==> src/rtl/pwm_sine_sequencer_pkg.sv <==
// Shared types and helpers for the PWM sine sequencer and its frame timer.
package pwm_sine_sequencer_pkg;

    // Sequencer states: idle, two ROM priming cycles, free running, and draining the last frame.
    typedef enum logic [2:0] {
        IDLE   = 3'd0,
        PRIME1 = 3'd1,
        PRIME2 = 3'd2,
        RUN    = 3'd3,
        DRAIN  = 3'd4
    } state_e;

    // Width of the in-frame cycle counter for a given frame length (CNT_W = $clog2(PERIOD)).
    function automatic int cnt_width(input int period);
        return (period > 1) ? $clog2(period) : 1;
    endfunction

    // Saturate a ROM sample at the frame length; anything at or above it means "high all frame".
    function automatic logic [31:0] clamp(input logic [31:0] x, input logic [31:0] limit);
        return (x > limit) ? limit : x;
    endfunction

endpackage

==> src/rtl/pwm_sine_sequencer_frame_timer.sv <==
// Frame timer: counts cycles within a PWM frame while running and flags the final cycle.
module pwm_sine_sequencer_frame_timer
    import pwm_sine_sequencer_pkg::*;
#(
    parameter  int PERIOD = 1000,
    localparam int CNT_W  = cnt_width(PERIOD)
) (
    input  logic             clk,
    input  logic             rst_n,
    input  logic             run,
    output logic [CNT_W-1:0] cnt,
    output logic             last
);

    localparam logic [CNT_W-1:0] CNT_LAST = CNT_W'(PERIOD - 1);

    logic [CNT_W-1:0] cnt_q;
    logic [CNT_W-1:0] cnt_d;

    // Count 0..PERIOD-1 and wrap while running; hold at zero otherwise so a new run starts a fresh frame.
    always_comb begin
        cnt_d = '0;
        if (run && (cnt_q != CNT_LAST)) begin
            cnt_d = cnt_q + CNT_W'(1);
        end
    end

    // Counter register with synchronous active-low reset.
    always_ff @(posedge clk) begin
        if (!rst_n) begin
            cnt_q <= '0;
        end else begin
            cnt_q <= cnt_d;
        end
    end

    assign cnt  = cnt_q;
    assign last = run && (cnt_q == CNT_LAST);

endmodule

==> src/rtl/pwm_sine_sequencer.sv <==
// PWM sine sequencer: steps a phase accumulator once per frame, fetches the next duty
// from an external 1-cycle-latency sine ROM, double-buffers it to frame boundaries and
// drives a registered PWM compare. Also owns start/stop/drain and step configuration.
module pwm_sine_sequencer
    import pwm_sine_sequencer_pkg::*;
#(
    parameter int            PERIOD       = 1000,
    parameter int            DW           = 16,
    parameter int            AW           = 8,
    parameter int            PW           = 24,
    parameter logic [PW-1:0] STEP_DEFAULT = PW'(1) << (PW - AW)
) (
    input  logic          clk,
    input  logic          rst_n,
    input  logic          en,
    input  logic          start,
    input  logic          stop,
    input  logic [PW-1:0] cfg_step,
    input  logic          cfg_valid,
    output logic          cfg_ready,
    output logic          rom_en,
    output logic [AW-1:0] rom_addr,
    input  logic [DW-1:0] rom_data,
    output logic          pwm_out,
    output logic          frame_tick,
    output logic          busy,
    output logic [DW-1:0] duty
);

    localparam int               CNT_W        = cnt_width(PERIOD);
    localparam logic [CNT_W-1:0] CNT_FETCH    = CNT_W'(0);
    localparam logic [CNT_W-1:0] CNT_SHADOW   = CNT_W'(2);
    localparam logic [CNT_W-1:0] CNT_PRE_LAST = CNT_W'(PERIOD - 2);

    state_e        state_q, state_d;
    logic [PW-1:0] phase_q, phase_d;
    logic [PW-1:0] step_q, step_d;
    logic [PW-1:0] staged_q, staged_d;
    logic          pending_q, pending_d;
    logic [DW-1:0] duty_q, duty_d;
    logic [DW-1:0] shadow_q, shadow_d;
    logic [AW-1:0] rom_addr_q, rom_addr_d;
    logic          rom_en_q, rom_en_d;
    logic          pwm_q, pwm_d;
    logic          tick_q, tick_d;
    logic          busy_q, busy_d;

    logic [CNT_W-1:0] cnt;
    logic             last;
    logic             timer_run;
    logic             fetch_cycle;
    logic             shadow_cycle;
    logic             boundary;
    logic             idle_entry;
    logic             cfg_xfer;
    logic             cfg_apply;
    logic [PW-1:0]    phase_next;
    logic [DW-1:0]    rom_clamped;

    // The frame only advances while generating with the PLL locked; losing lock zeroes it next cycle.
    assign timer_run = en && ((state_q == RUN) || (state_q == DRAIN));

    pwm_sine_sequencer_frame_timer #(
        .PERIOD(PERIOD)
    ) u_frame_timer (
        .clk  (clk),
        .rst_n(rst_n),
        .run  (timer_run),
        .cnt  (cnt),
        .last (last)
    );

    assign fetch_cycle  = en && (state_q == RUN) && (cnt == CNT_FETCH);
    assign shadow_cycle = en && (state_q == RUN) && (cnt == CNT_SHADOW);
    assign boundary     = (state_q == RUN) && last;
    assign phase_next   = phase_q + step_q;
    assign rom_clamped  = DW'(clamp(32'(rom_data), 32'(PERIOD)));

    // Sequencing: lock loss wins over everything, stop during priming aborts, stop while running drains.
    always_comb begin
        state_d = state_q;
        if (!en) begin
            state_d = IDLE;
        end else begin
            case (state_q)
                IDLE: begin
                    if (start && !stop) begin
                        state_d = PRIME1;
                    end
                end
                PRIME1: begin
                    state_d = stop ? IDLE : PRIME2;
                end
                PRIME2: begin
                    state_d = stop ? IDLE : RUN;
                end
                RUN: begin
                    if (stop) begin
                        state_d = last ? IDLE : DRAIN;
                    end
                end
                DRAIN: begin
                    if (last) begin
                        state_d = IDLE;
                    end
                end
                default: begin
                    state_d = IDLE;
                end
            endcase
        end
    end

    // Phase stepping, ROM addressing and the double-buffered duty (shadow loads mid-frame, duty at the boundary).
    always_comb begin
        phase_d    = phase_q;
        rom_addr_d = rom_addr_q;
        duty_d     = duty_q;
        shadow_d   = shadow_q;
        if ((state_q == IDLE) && (state_d == PRIME1)) begin
            phase_d    = '0;
            rom_addr_d = '0;
        end
        if (fetch_cycle) begin
            phase_d    = phase_next;
            rom_addr_d = phase_next[PW-1 -: AW];
        end
        if ((state_q == PRIME2) && (state_d == RUN)) begin
            duty_d   = rom_clamped;
            shadow_d = rom_clamped;
        end
        if (shadow_cycle) begin
            shadow_d = rom_clamped;
        end
        if (boundary) begin
            duty_d = shadow_q;
        end
    end

    // Step configuration: direct write when idle, otherwise staged until a frame boundary or a clean return to idle.
    always_comb begin
        step_d     = step_q;
        staged_d   = staged_q;
        pending_d  = pending_q;
        idle_entry = en && (state_q != IDLE) && (state_d == IDLE);
        cfg_xfer   = cfg_valid && !pending_q;
        cfg_apply  = pending_q && (boundary || idle_entry);
        if (cfg_apply) begin
            step_d    = staged_q;
            pending_d = 1'b0;
        end
        if (cfg_xfer) begin
            if (state_q == IDLE) begin
                step_d = cfg_step;
            end else begin
                staged_d  = cfg_step;
                pending_d = 1'b1;
            end
        end
    end

    // Registered output decode, computed from the upcoming state so every output lines up with it.
    always_comb begin
        busy_d   = (state_d != IDLE);
        rom_en_d = (state_d == PRIME1) || (fetch_cycle && (state_d == RUN));
        tick_d   = timer_run && (cnt == CNT_PRE_LAST);
        pwm_d    = timer_run && (32'(cnt) < 32'(duty_q));
    end

    // Single register bank for the FSM, datapath and registered outputs.
    always_ff @(posedge clk) begin
        if (!rst_n) begin
            state_q    <= IDLE;
            phase_q    <= '0;
            step_q     <= STEP_DEFAULT;
            staged_q   <= '0;
            pending_q  <= 1'b0;
            duty_q     <= '0;
            shadow_q   <= '0;
            rom_addr_q <= '0;
            rom_en_q   <= 1'b0;
            pwm_q      <= 1'b0;
            tick_q     <= 1'b0;
            busy_q     <= 1'b0;
        end else begin
            state_q    <= state_d;
            phase_q    <= phase_d;
            step_q     <= step_d;
            staged_q   <= staged_d;
            pending_q  <= pending_d;
            duty_q     <= duty_d;
            shadow_q   <= shadow_d;
            rom_addr_q <= rom_addr_d;
            rom_en_q   <= rom_en_d;
            pwm_q      <= pwm_d;
            tick_q     <= tick_d;
            busy_q     <= busy_d;
        end
    end

    assign cfg_ready  = !pending_q;
    assign rom_en     = rom_en_q;
    assign rom_addr   = rom_addr_q;
    assign pwm_out    = pwm_q;
    assign frame_tick = tick_q;
    assign busy       = busy_q;
    assign duty       = duty_q;

endmodule

==> config.mk <==
export PLATFORM = sky130hd
export DESIGN_NAME = pwm_sine_sequencer
export DESIGN_NICKNAME = d
export VERILOG_FILES = /design/src/rtl/pwm_sine_sequencer_pkg.sv /design/src/rtl/pwm_sine_sequencer_frame_timer.sv /design/src/rtl/pwm_sine_sequencer.sv
export SDC_FILE = /design/constraint.sdc
export NUM_CORES = 1
export LEC_CHECK = 0
export CAP_MARGIN = 20
export CELL_PAD_IN_SITES_DETAIL_PLACEMENT = 1
export CELL_PAD_IN_SITES_GLOBAL_PLACEMENT = 1
export CORE_MARGIN = 1.5
export CORE_UTILIZATION = 30
export DETAILED_ROUTE_END_ITERATION = 12
export GPL_ROUTABILITY_DRIVEN = 0
export PLACE_DENSITY = 0.59
export SETUP_SLACK_MARGIN = 0.2
export SYNTH_ARGS = -nofsm -noshare
export SYNTH_HDL_FRONTEND = slang
export SYNTH_SLANG_ARGS = --single-unit
export TNS_END_PERCENT = 1
==> constraint.sdc <==
create_clock -name clk -period 6 [get_ports clk]
set_clock_uncertainty 0.1 [all_clocks]
set_input_delay 1.2 -clock clk [delete_from_list [all_inputs] [get_ports clk]]
set_output_delay 1.2 -clock clk [all_outputs]
set_load 0.01 [all_outputs]
==> impl_metrics.json <==
{
  "final_common_cell": "nand2_1",
  "worstMarginPinSlew_ns": 0.878,
  "chipHeight_um": 146,
  "synth_compound_area_share_pct": 20.8,
  "antenna_left": 0,
  "drc": 0,
  "drive_above_1_share_pct": 6.57,
  "overflow": 0,
  "ys_seq_area_share_pct": 39.7,
  "numPortBuffers": 74,
  "cp-end-kind": "flip-flop",
  "worstPathRequired_ns": 6.19,
  "cp-start-kind": "primary input",
  "hpwl_mm": 12.8,
  "layout_common_cells": "nand2_1, dfxtp_1, a21oi_1",
  "area_delta_synth_final_pct": 24.8,
  "grt_max_degree": 54,
  "setup_viol": 0,
  "antenna_found_initial": 0,
  "postCtsSetupBuffers": 0,
  "synthAdderAreaFrac_pct": 7.44,
  "synth-seq-cells": 122,
  "grt_usage_pct": 17.2,
  "drt-total-wl_mm": 17.9,
  "nFillCells": 2403,
  "preCtsSetupSlack_ns": 1.93,
  "initial_core_util_pct": 30.5,
  "wl_per_cell_um": 16.4,
  "postSynthAreaPerCell_um2": 8.15,
  "ys_warn_count": 0,
  "ios": 75,
  "slew_headroom_pct": 41.3,
  "grt_pass1_vias": 5807,
  "clkTransAtPathRegs_ns": 0.06,
  "num_vias": 5499,
  "rows": 52,
  "cts_resized": 0,
  "syn_nets": 837,
  "setup_ws_ns": 2.50,
  "clkSinkCount": 122,
  "synthXorXnorAreaFrac_pct": 3.98,
  "netlist_area_mm2": 0.00616,
  "power.total_mw": 2.01,
  "setup_tns_ns": 0,
  "synthMuxAreaShare_pct": 3.90,
  "cts-root-buf": "clkbuf_16",
  "nets": 891,
  "synth_edf_count": 0,
  "vias_per_cell": 5.04,
  "status": "finished, final reports clean",
  "ys.flop_type": "dfxtp_1",
  "chipWidth_um": 146,
  "ir_drop_mv": 0.177,
  "drtPass1Iterations": 4,
  "finalHoldViolations": 0,
  "power.density_mw_per_mm2": 262,
  "fmax_ghz": 0.286,
  "crit_type": "primary input to flip-flop",
  "rsz0062_at_grt": "no",
  "yosys.area_share.simple_pct": 19.1,
  "insertion_delay_ns": 0.42,
  "leakage_nw": 3.02,
  "fin_crit_ns": 3.50,
  "critPathArrivalTime_ns": 3.70,
  "synth_top_family_by_area": "compound AO/OA/AOI/OAI gates",
  "syn_inst": 755,
  "ys_types": 58,
  "cts_tree": "done",
  "coreArea_mm2": 0.0202,
  "diodes": 0,
  "cp_max_fo": 15,
  "h-tree-depth": 4,
  "clockBufferDepth": 2,
  "fin_crit_sh_pct": 58.3,
  "grt_pass1_wl_mm": 29.5,
  "die_area_mm2": 0.0214,
  "maxCapViolations": 0,
  "hold_class": "flip-flop to flip-flop",
  "postSynth.asyncResetShare_pct": 0,
  "hold_buffers": 0,
  "first_iter_violations": 241,
  "cts-buffers-inserted": 17,
  "slew_viol_final": 0,
  "whs_ns": 0.352
}
-- where the power goes --
group	switching (mW)	internal (mW)	total, mW	leakage (nW)
Combinational	0.0732	0.0608	0.134	1.75
Clock	0.407	0.630	1.04	0.285
Sequential	0.0133	0.828	0.841	0.989
Total	0.494	1.52	2.01	3.02
-- cell families (layout without fill, tap and decap cells) --
group,Yosys count,in the layout
adders and majority gates,36,36
and+or+nand+nor,260,260
muxes,24,24
AOI/OAI and AO/OA,218,218
buffers and inverters,67,134
xor gates and xnor gates,28,28
DFF,122,122
-- critical path, stage by stage --
cell             delay (ns)
clkdlybuf4s50_1        0.58
nor3b_2                0.37
nand3_1                0.40
and3_1                 0.54
nand2_1                0.14
o21ai_0                0.09
a211oi_1               0.25
o31ai_1                0.11
-- per-layer routing --
metal  track usage [%]  share of wire (%)  vias to the layer above
met1              22.5                 49                     2674
met4              4.85               0.96                        0
met2              28.5                 47                       65
li1                  -                  -                     2748
met5                 0                  0                        -
met3              3.84                2.7                       12
-- final timing paths --
kind,startpoint,endpoint,slack (ns),cells past startpoint
worst min-delay path,staged_q[23],staged_q[23],0.35,2
worst max-delay path,en,phase_q[23],2.50,8
worst max register to register,u_frame_timer.cnt[5],step_q[4],3.20,8
worst min register to register,staged_q[23],staged_q[23],0.35,2
-- cell type report --
class                      count  area [um^2]  area share (%)
multi-input combinational    566         3400            44.3
sequential                   122         2440            31.8
timing repair buffer          82          825            10.7
clock buffer                  18          439            5.72
tap                          270          338            4.40
clock inverter                14          158            2.05
inverter                      20         75.1           0.977
-- Yosys cell counts, drive strengths merged (11+ instances only) --
library cell,number,share of area [%]
nand2,127,7.9
dfxtp,122,40
a21oi,99,8.0
nor2,55,3.4
o21ai,54,4.6
ha,35,7.1
clkbuf,31,1.9
nand3,26,2.1
mux2i,24,3.9
inv,20,1.2
a21o,16,2.0
buf,16,2.0
and3,15,1.5
xnor2,15,2.1
xor2,13,1.8
a211oi,12,1.5
o211ai,11,1.3
-- state kept, by name, indices dropped and copies added, names as in the netlist --
register           cells
busy                   1
pwm_out                1
frame_tick             1
step_q                24
staged_q              24
pending_q              1
phase_q               24
rom_en                 1
duty                  16
shadow_q              16
u_frame_timer.cnt     10
state_q                3
-- metrics by stage --
step	area (um^2)	utilization, %	cells
final	7680	38.1	1092
after floorplan	6160	-	755
after global placement	7040	34.9	1057
after detailed placement	7040	34.9	1057
after global routing	7680	38.1	1092
after CTS	7630	37.9	1089
No activity file was read; power rests on OpenSTA's default activity.
==> RTL change: new RTL, same settings <==
`PERIOD` is set to 1000 in 2 places; all go to 4000.
--- a/src/rtl/pwm_sine_sequencer_frame_timer.sv
+++ b/src/rtl/pwm_sine_sequencer_frame_timer.sv
@@ -2,7 +2,7 @@
 module pwm_sine_sequencer_frame_timer
     import pwm_sine_sequencer_pkg::*;
 #(
-    parameter  int PERIOD = 1000,
+    parameter  int PERIOD = 4000,
     localparam int CNT_W  = cnt_width(PERIOD)
 ) (
     input  logic             clk,
--- a/src/rtl/pwm_sine_sequencer.sv
+++ b/src/rtl/pwm_sine_sequencer.sv
@@ -4,7 +4,7 @@
 module pwm_sine_sequencer
     import pwm_sine_sequencer_pkg::*;
 #(
-    parameter int            PERIOD       = 1000,
+    parameter int            PERIOD       = 4000,
     parameter int            DW           = 16,
     parameter int            AW           = 8,
     parameter int            PW           = 24,
Check against the original RTL: not equivalent (a bounded check fails within 4 cycles, from zero or initial values and one cycle with rst_n low).
==> RTL change against the original RTL <==
  * Cell area rose by 2.0%
  * Power fell by 0.74%
  * Routed wire length rose by 8.4%
  * Sequential share of layout area fell by 0.12 points
  * Die area rose by 3.2%
  * Sequential cell count rose by 2
  * Area after synthesis rose by 3.3%
  * Worst hold slack got worse by 0.0014 ns
  * Global-route usage rose by 1.3 points
  * Worst setup slack improved by 0.11 ns
  * Largest cell class unchanged
  * Highest routed layer unchanged
==> RTL change: results (changes against the original RTL) <==
Status: finished clean (unchanged)
Number of multi-input logic gates: 583 (was 566)
DR vias/cell: 5.141 (was 5.036)
Layout cell share with drive strength beyond 1: 5.463% (was 6.569%)
Post-Syn Nets: 863 (was 837)
Worst Setup SP: en (unchanged)
Reg area: 2482 µm² (was 2442 µm²)
Wirelength per Cell: 17.34 µm (was 16.37 µm)
CP top delay family: simple AND/OR/NAND/NOR gates (unchanged)
Final hold slack: 0.3503 ns (was 0.3517 ns)
Seq cells: 124 (was 122)
1st-iter DRT viols: 164 (was 241)
Largest net degree at the start of global routing: 56 (was 54)
Slew @ Worst Pin: 0.9112 ns (was 0.8783 ns)
Signal buf overhead: 10.44% (was 10.73%)
Crit path arrival time: 3.64 ns (was 3.70 ns)
Clock transition at path regs: 0.05 ns
Final Util: 37.51% (was 38.08%)
Reg2Reg Launch Point: u_frame_timer.cnt[1] (was u_frame_timer.cnt[5])
Crit-path slowest cell: clkdlybuf4s50_1 (unchanged)
Yosys Warn Count: 0 (unchanged)
DRT Wirelength: 19370 µm (was 17880 µm)
Count of input and output buffers: 74 (unchanged)
Number of gates resized after CTS: 0 (unchanged)
Hold crit path type: flop to flop (unchanged)
Initial antenna violation count: 0 (unchanged)
Leak Pwr: 0.003100 µW (was 0.003020 µW)
Final net count: 915 (was 891)
Flop-to-flop setup slack: 3.00 ns (was 3.20 ns)
GRT Total Usage: 18.51% (was 17.24%)
Num CTS Buffers: 17 (unchanged)
Max incr delay on CP: 0.62 ns (was 0.58 ns)
Peak Freq: 294.9 MHz (was 285.7 MHz)
Total iterations of the first detailed-routing run: 5 (was 4)
Clock buffer depth: 2 (unchanged)
Syn Inst Count: 779 (was 755)
Multi-input combinational area share: 45.04% (was 44.32%)
Signal buffers: 80 (was 82)
Area contributors post-synth: dfxtp_1 (39%), a21oi_1 (8.5%), ha_1 (7.3%), nand2_1 (6.4%), o21ai_0 (4.7%) (was dfxtp_1 (40%), a21oi_1 (8.0%), nand2_1 (7.7%), ha_1 (7.1%), o21ai_0 (4.1%))
Fillcell total: 2467 (was 2403)
Distinct cells, synth: 60 (was 58)
Layout clock buffer count: 23 (was 18)
Count of non-CTS inverters in the layout: 25 (was 20)
Synth top cells by count: dfxtp_1 (124), nand2_1 (109), a21oi_1 (108) (was nand2_1 (126), dfxtp_1 (122), a21oi_1 (99))
First-pass GRT wire length: 31750 µm (was 29540 µm)
Peak VDD IR: 0.1451 mV (was 0.1774 mV)
Worst skew pair latency: 0.42 ns (about the same)
Die area: 22080 µm² (was 21390 µm²)
Async SR Flop Fraction: 0% (unchanged)
Largest regs: phase_q: 24 flops, staged_q: 24 flops, step_q: 24 flops (unchanged)
Post-CTS Setup Bufs: 0 (unchanged)
DP HPWL: 13860 µm (was 12790 µm)
Placed inst area: 7248 µm² (was 7038 µm²)
Worst hold path startpoint: staged_q[16] (was staged_q[23])
Vias in the first global route: 6090 (was 5807)
ClkCell Share: 7.249% (was 7.770%)
CP max FO: 18 (was 15)
Setup WS pre-CTS: 2.154 ns (was 1.928 ns)
Register area share after synthesis: 39.04% (was 39.67%)
[RTL change: worst paths after layout]
check / end / cells after the start
setup / recovery: shadow_q[10] / 6
hold / removal: staged_q[16] / 2
setup reg to reg: duty[6] / 7
hold reg to reg: staged_q[16] / 2
[RTL change: power by group]
part           internal [µW]  switching [µW]  total (µW)
combinational           62.4            78.5         141
sequential               841            12.3         853
clock                    637             367        1000
[RTL change: logic make-up after synthesis]
group | synth area share [%]
muxes | 4.093
and+or+nand+nor | 19.40
AOI/OAI and AO/OA | 20.43
xor gates and xnor gates | 3.994
adders and majority gates | 7.595
buffers and inverters | 5.451
DFF | 39.04
[RTL change: layer usage]
metal,up-vias,part of all wire [%],track usage (%),routed length [µm]
met4,0,2.3,6.832,440
met2,97,50,32.65,9755
li1,2837,-,-,-
met3,30,3.4,4.356,661
met1,2779,44,21.74,8515
met5,-,0,0,0
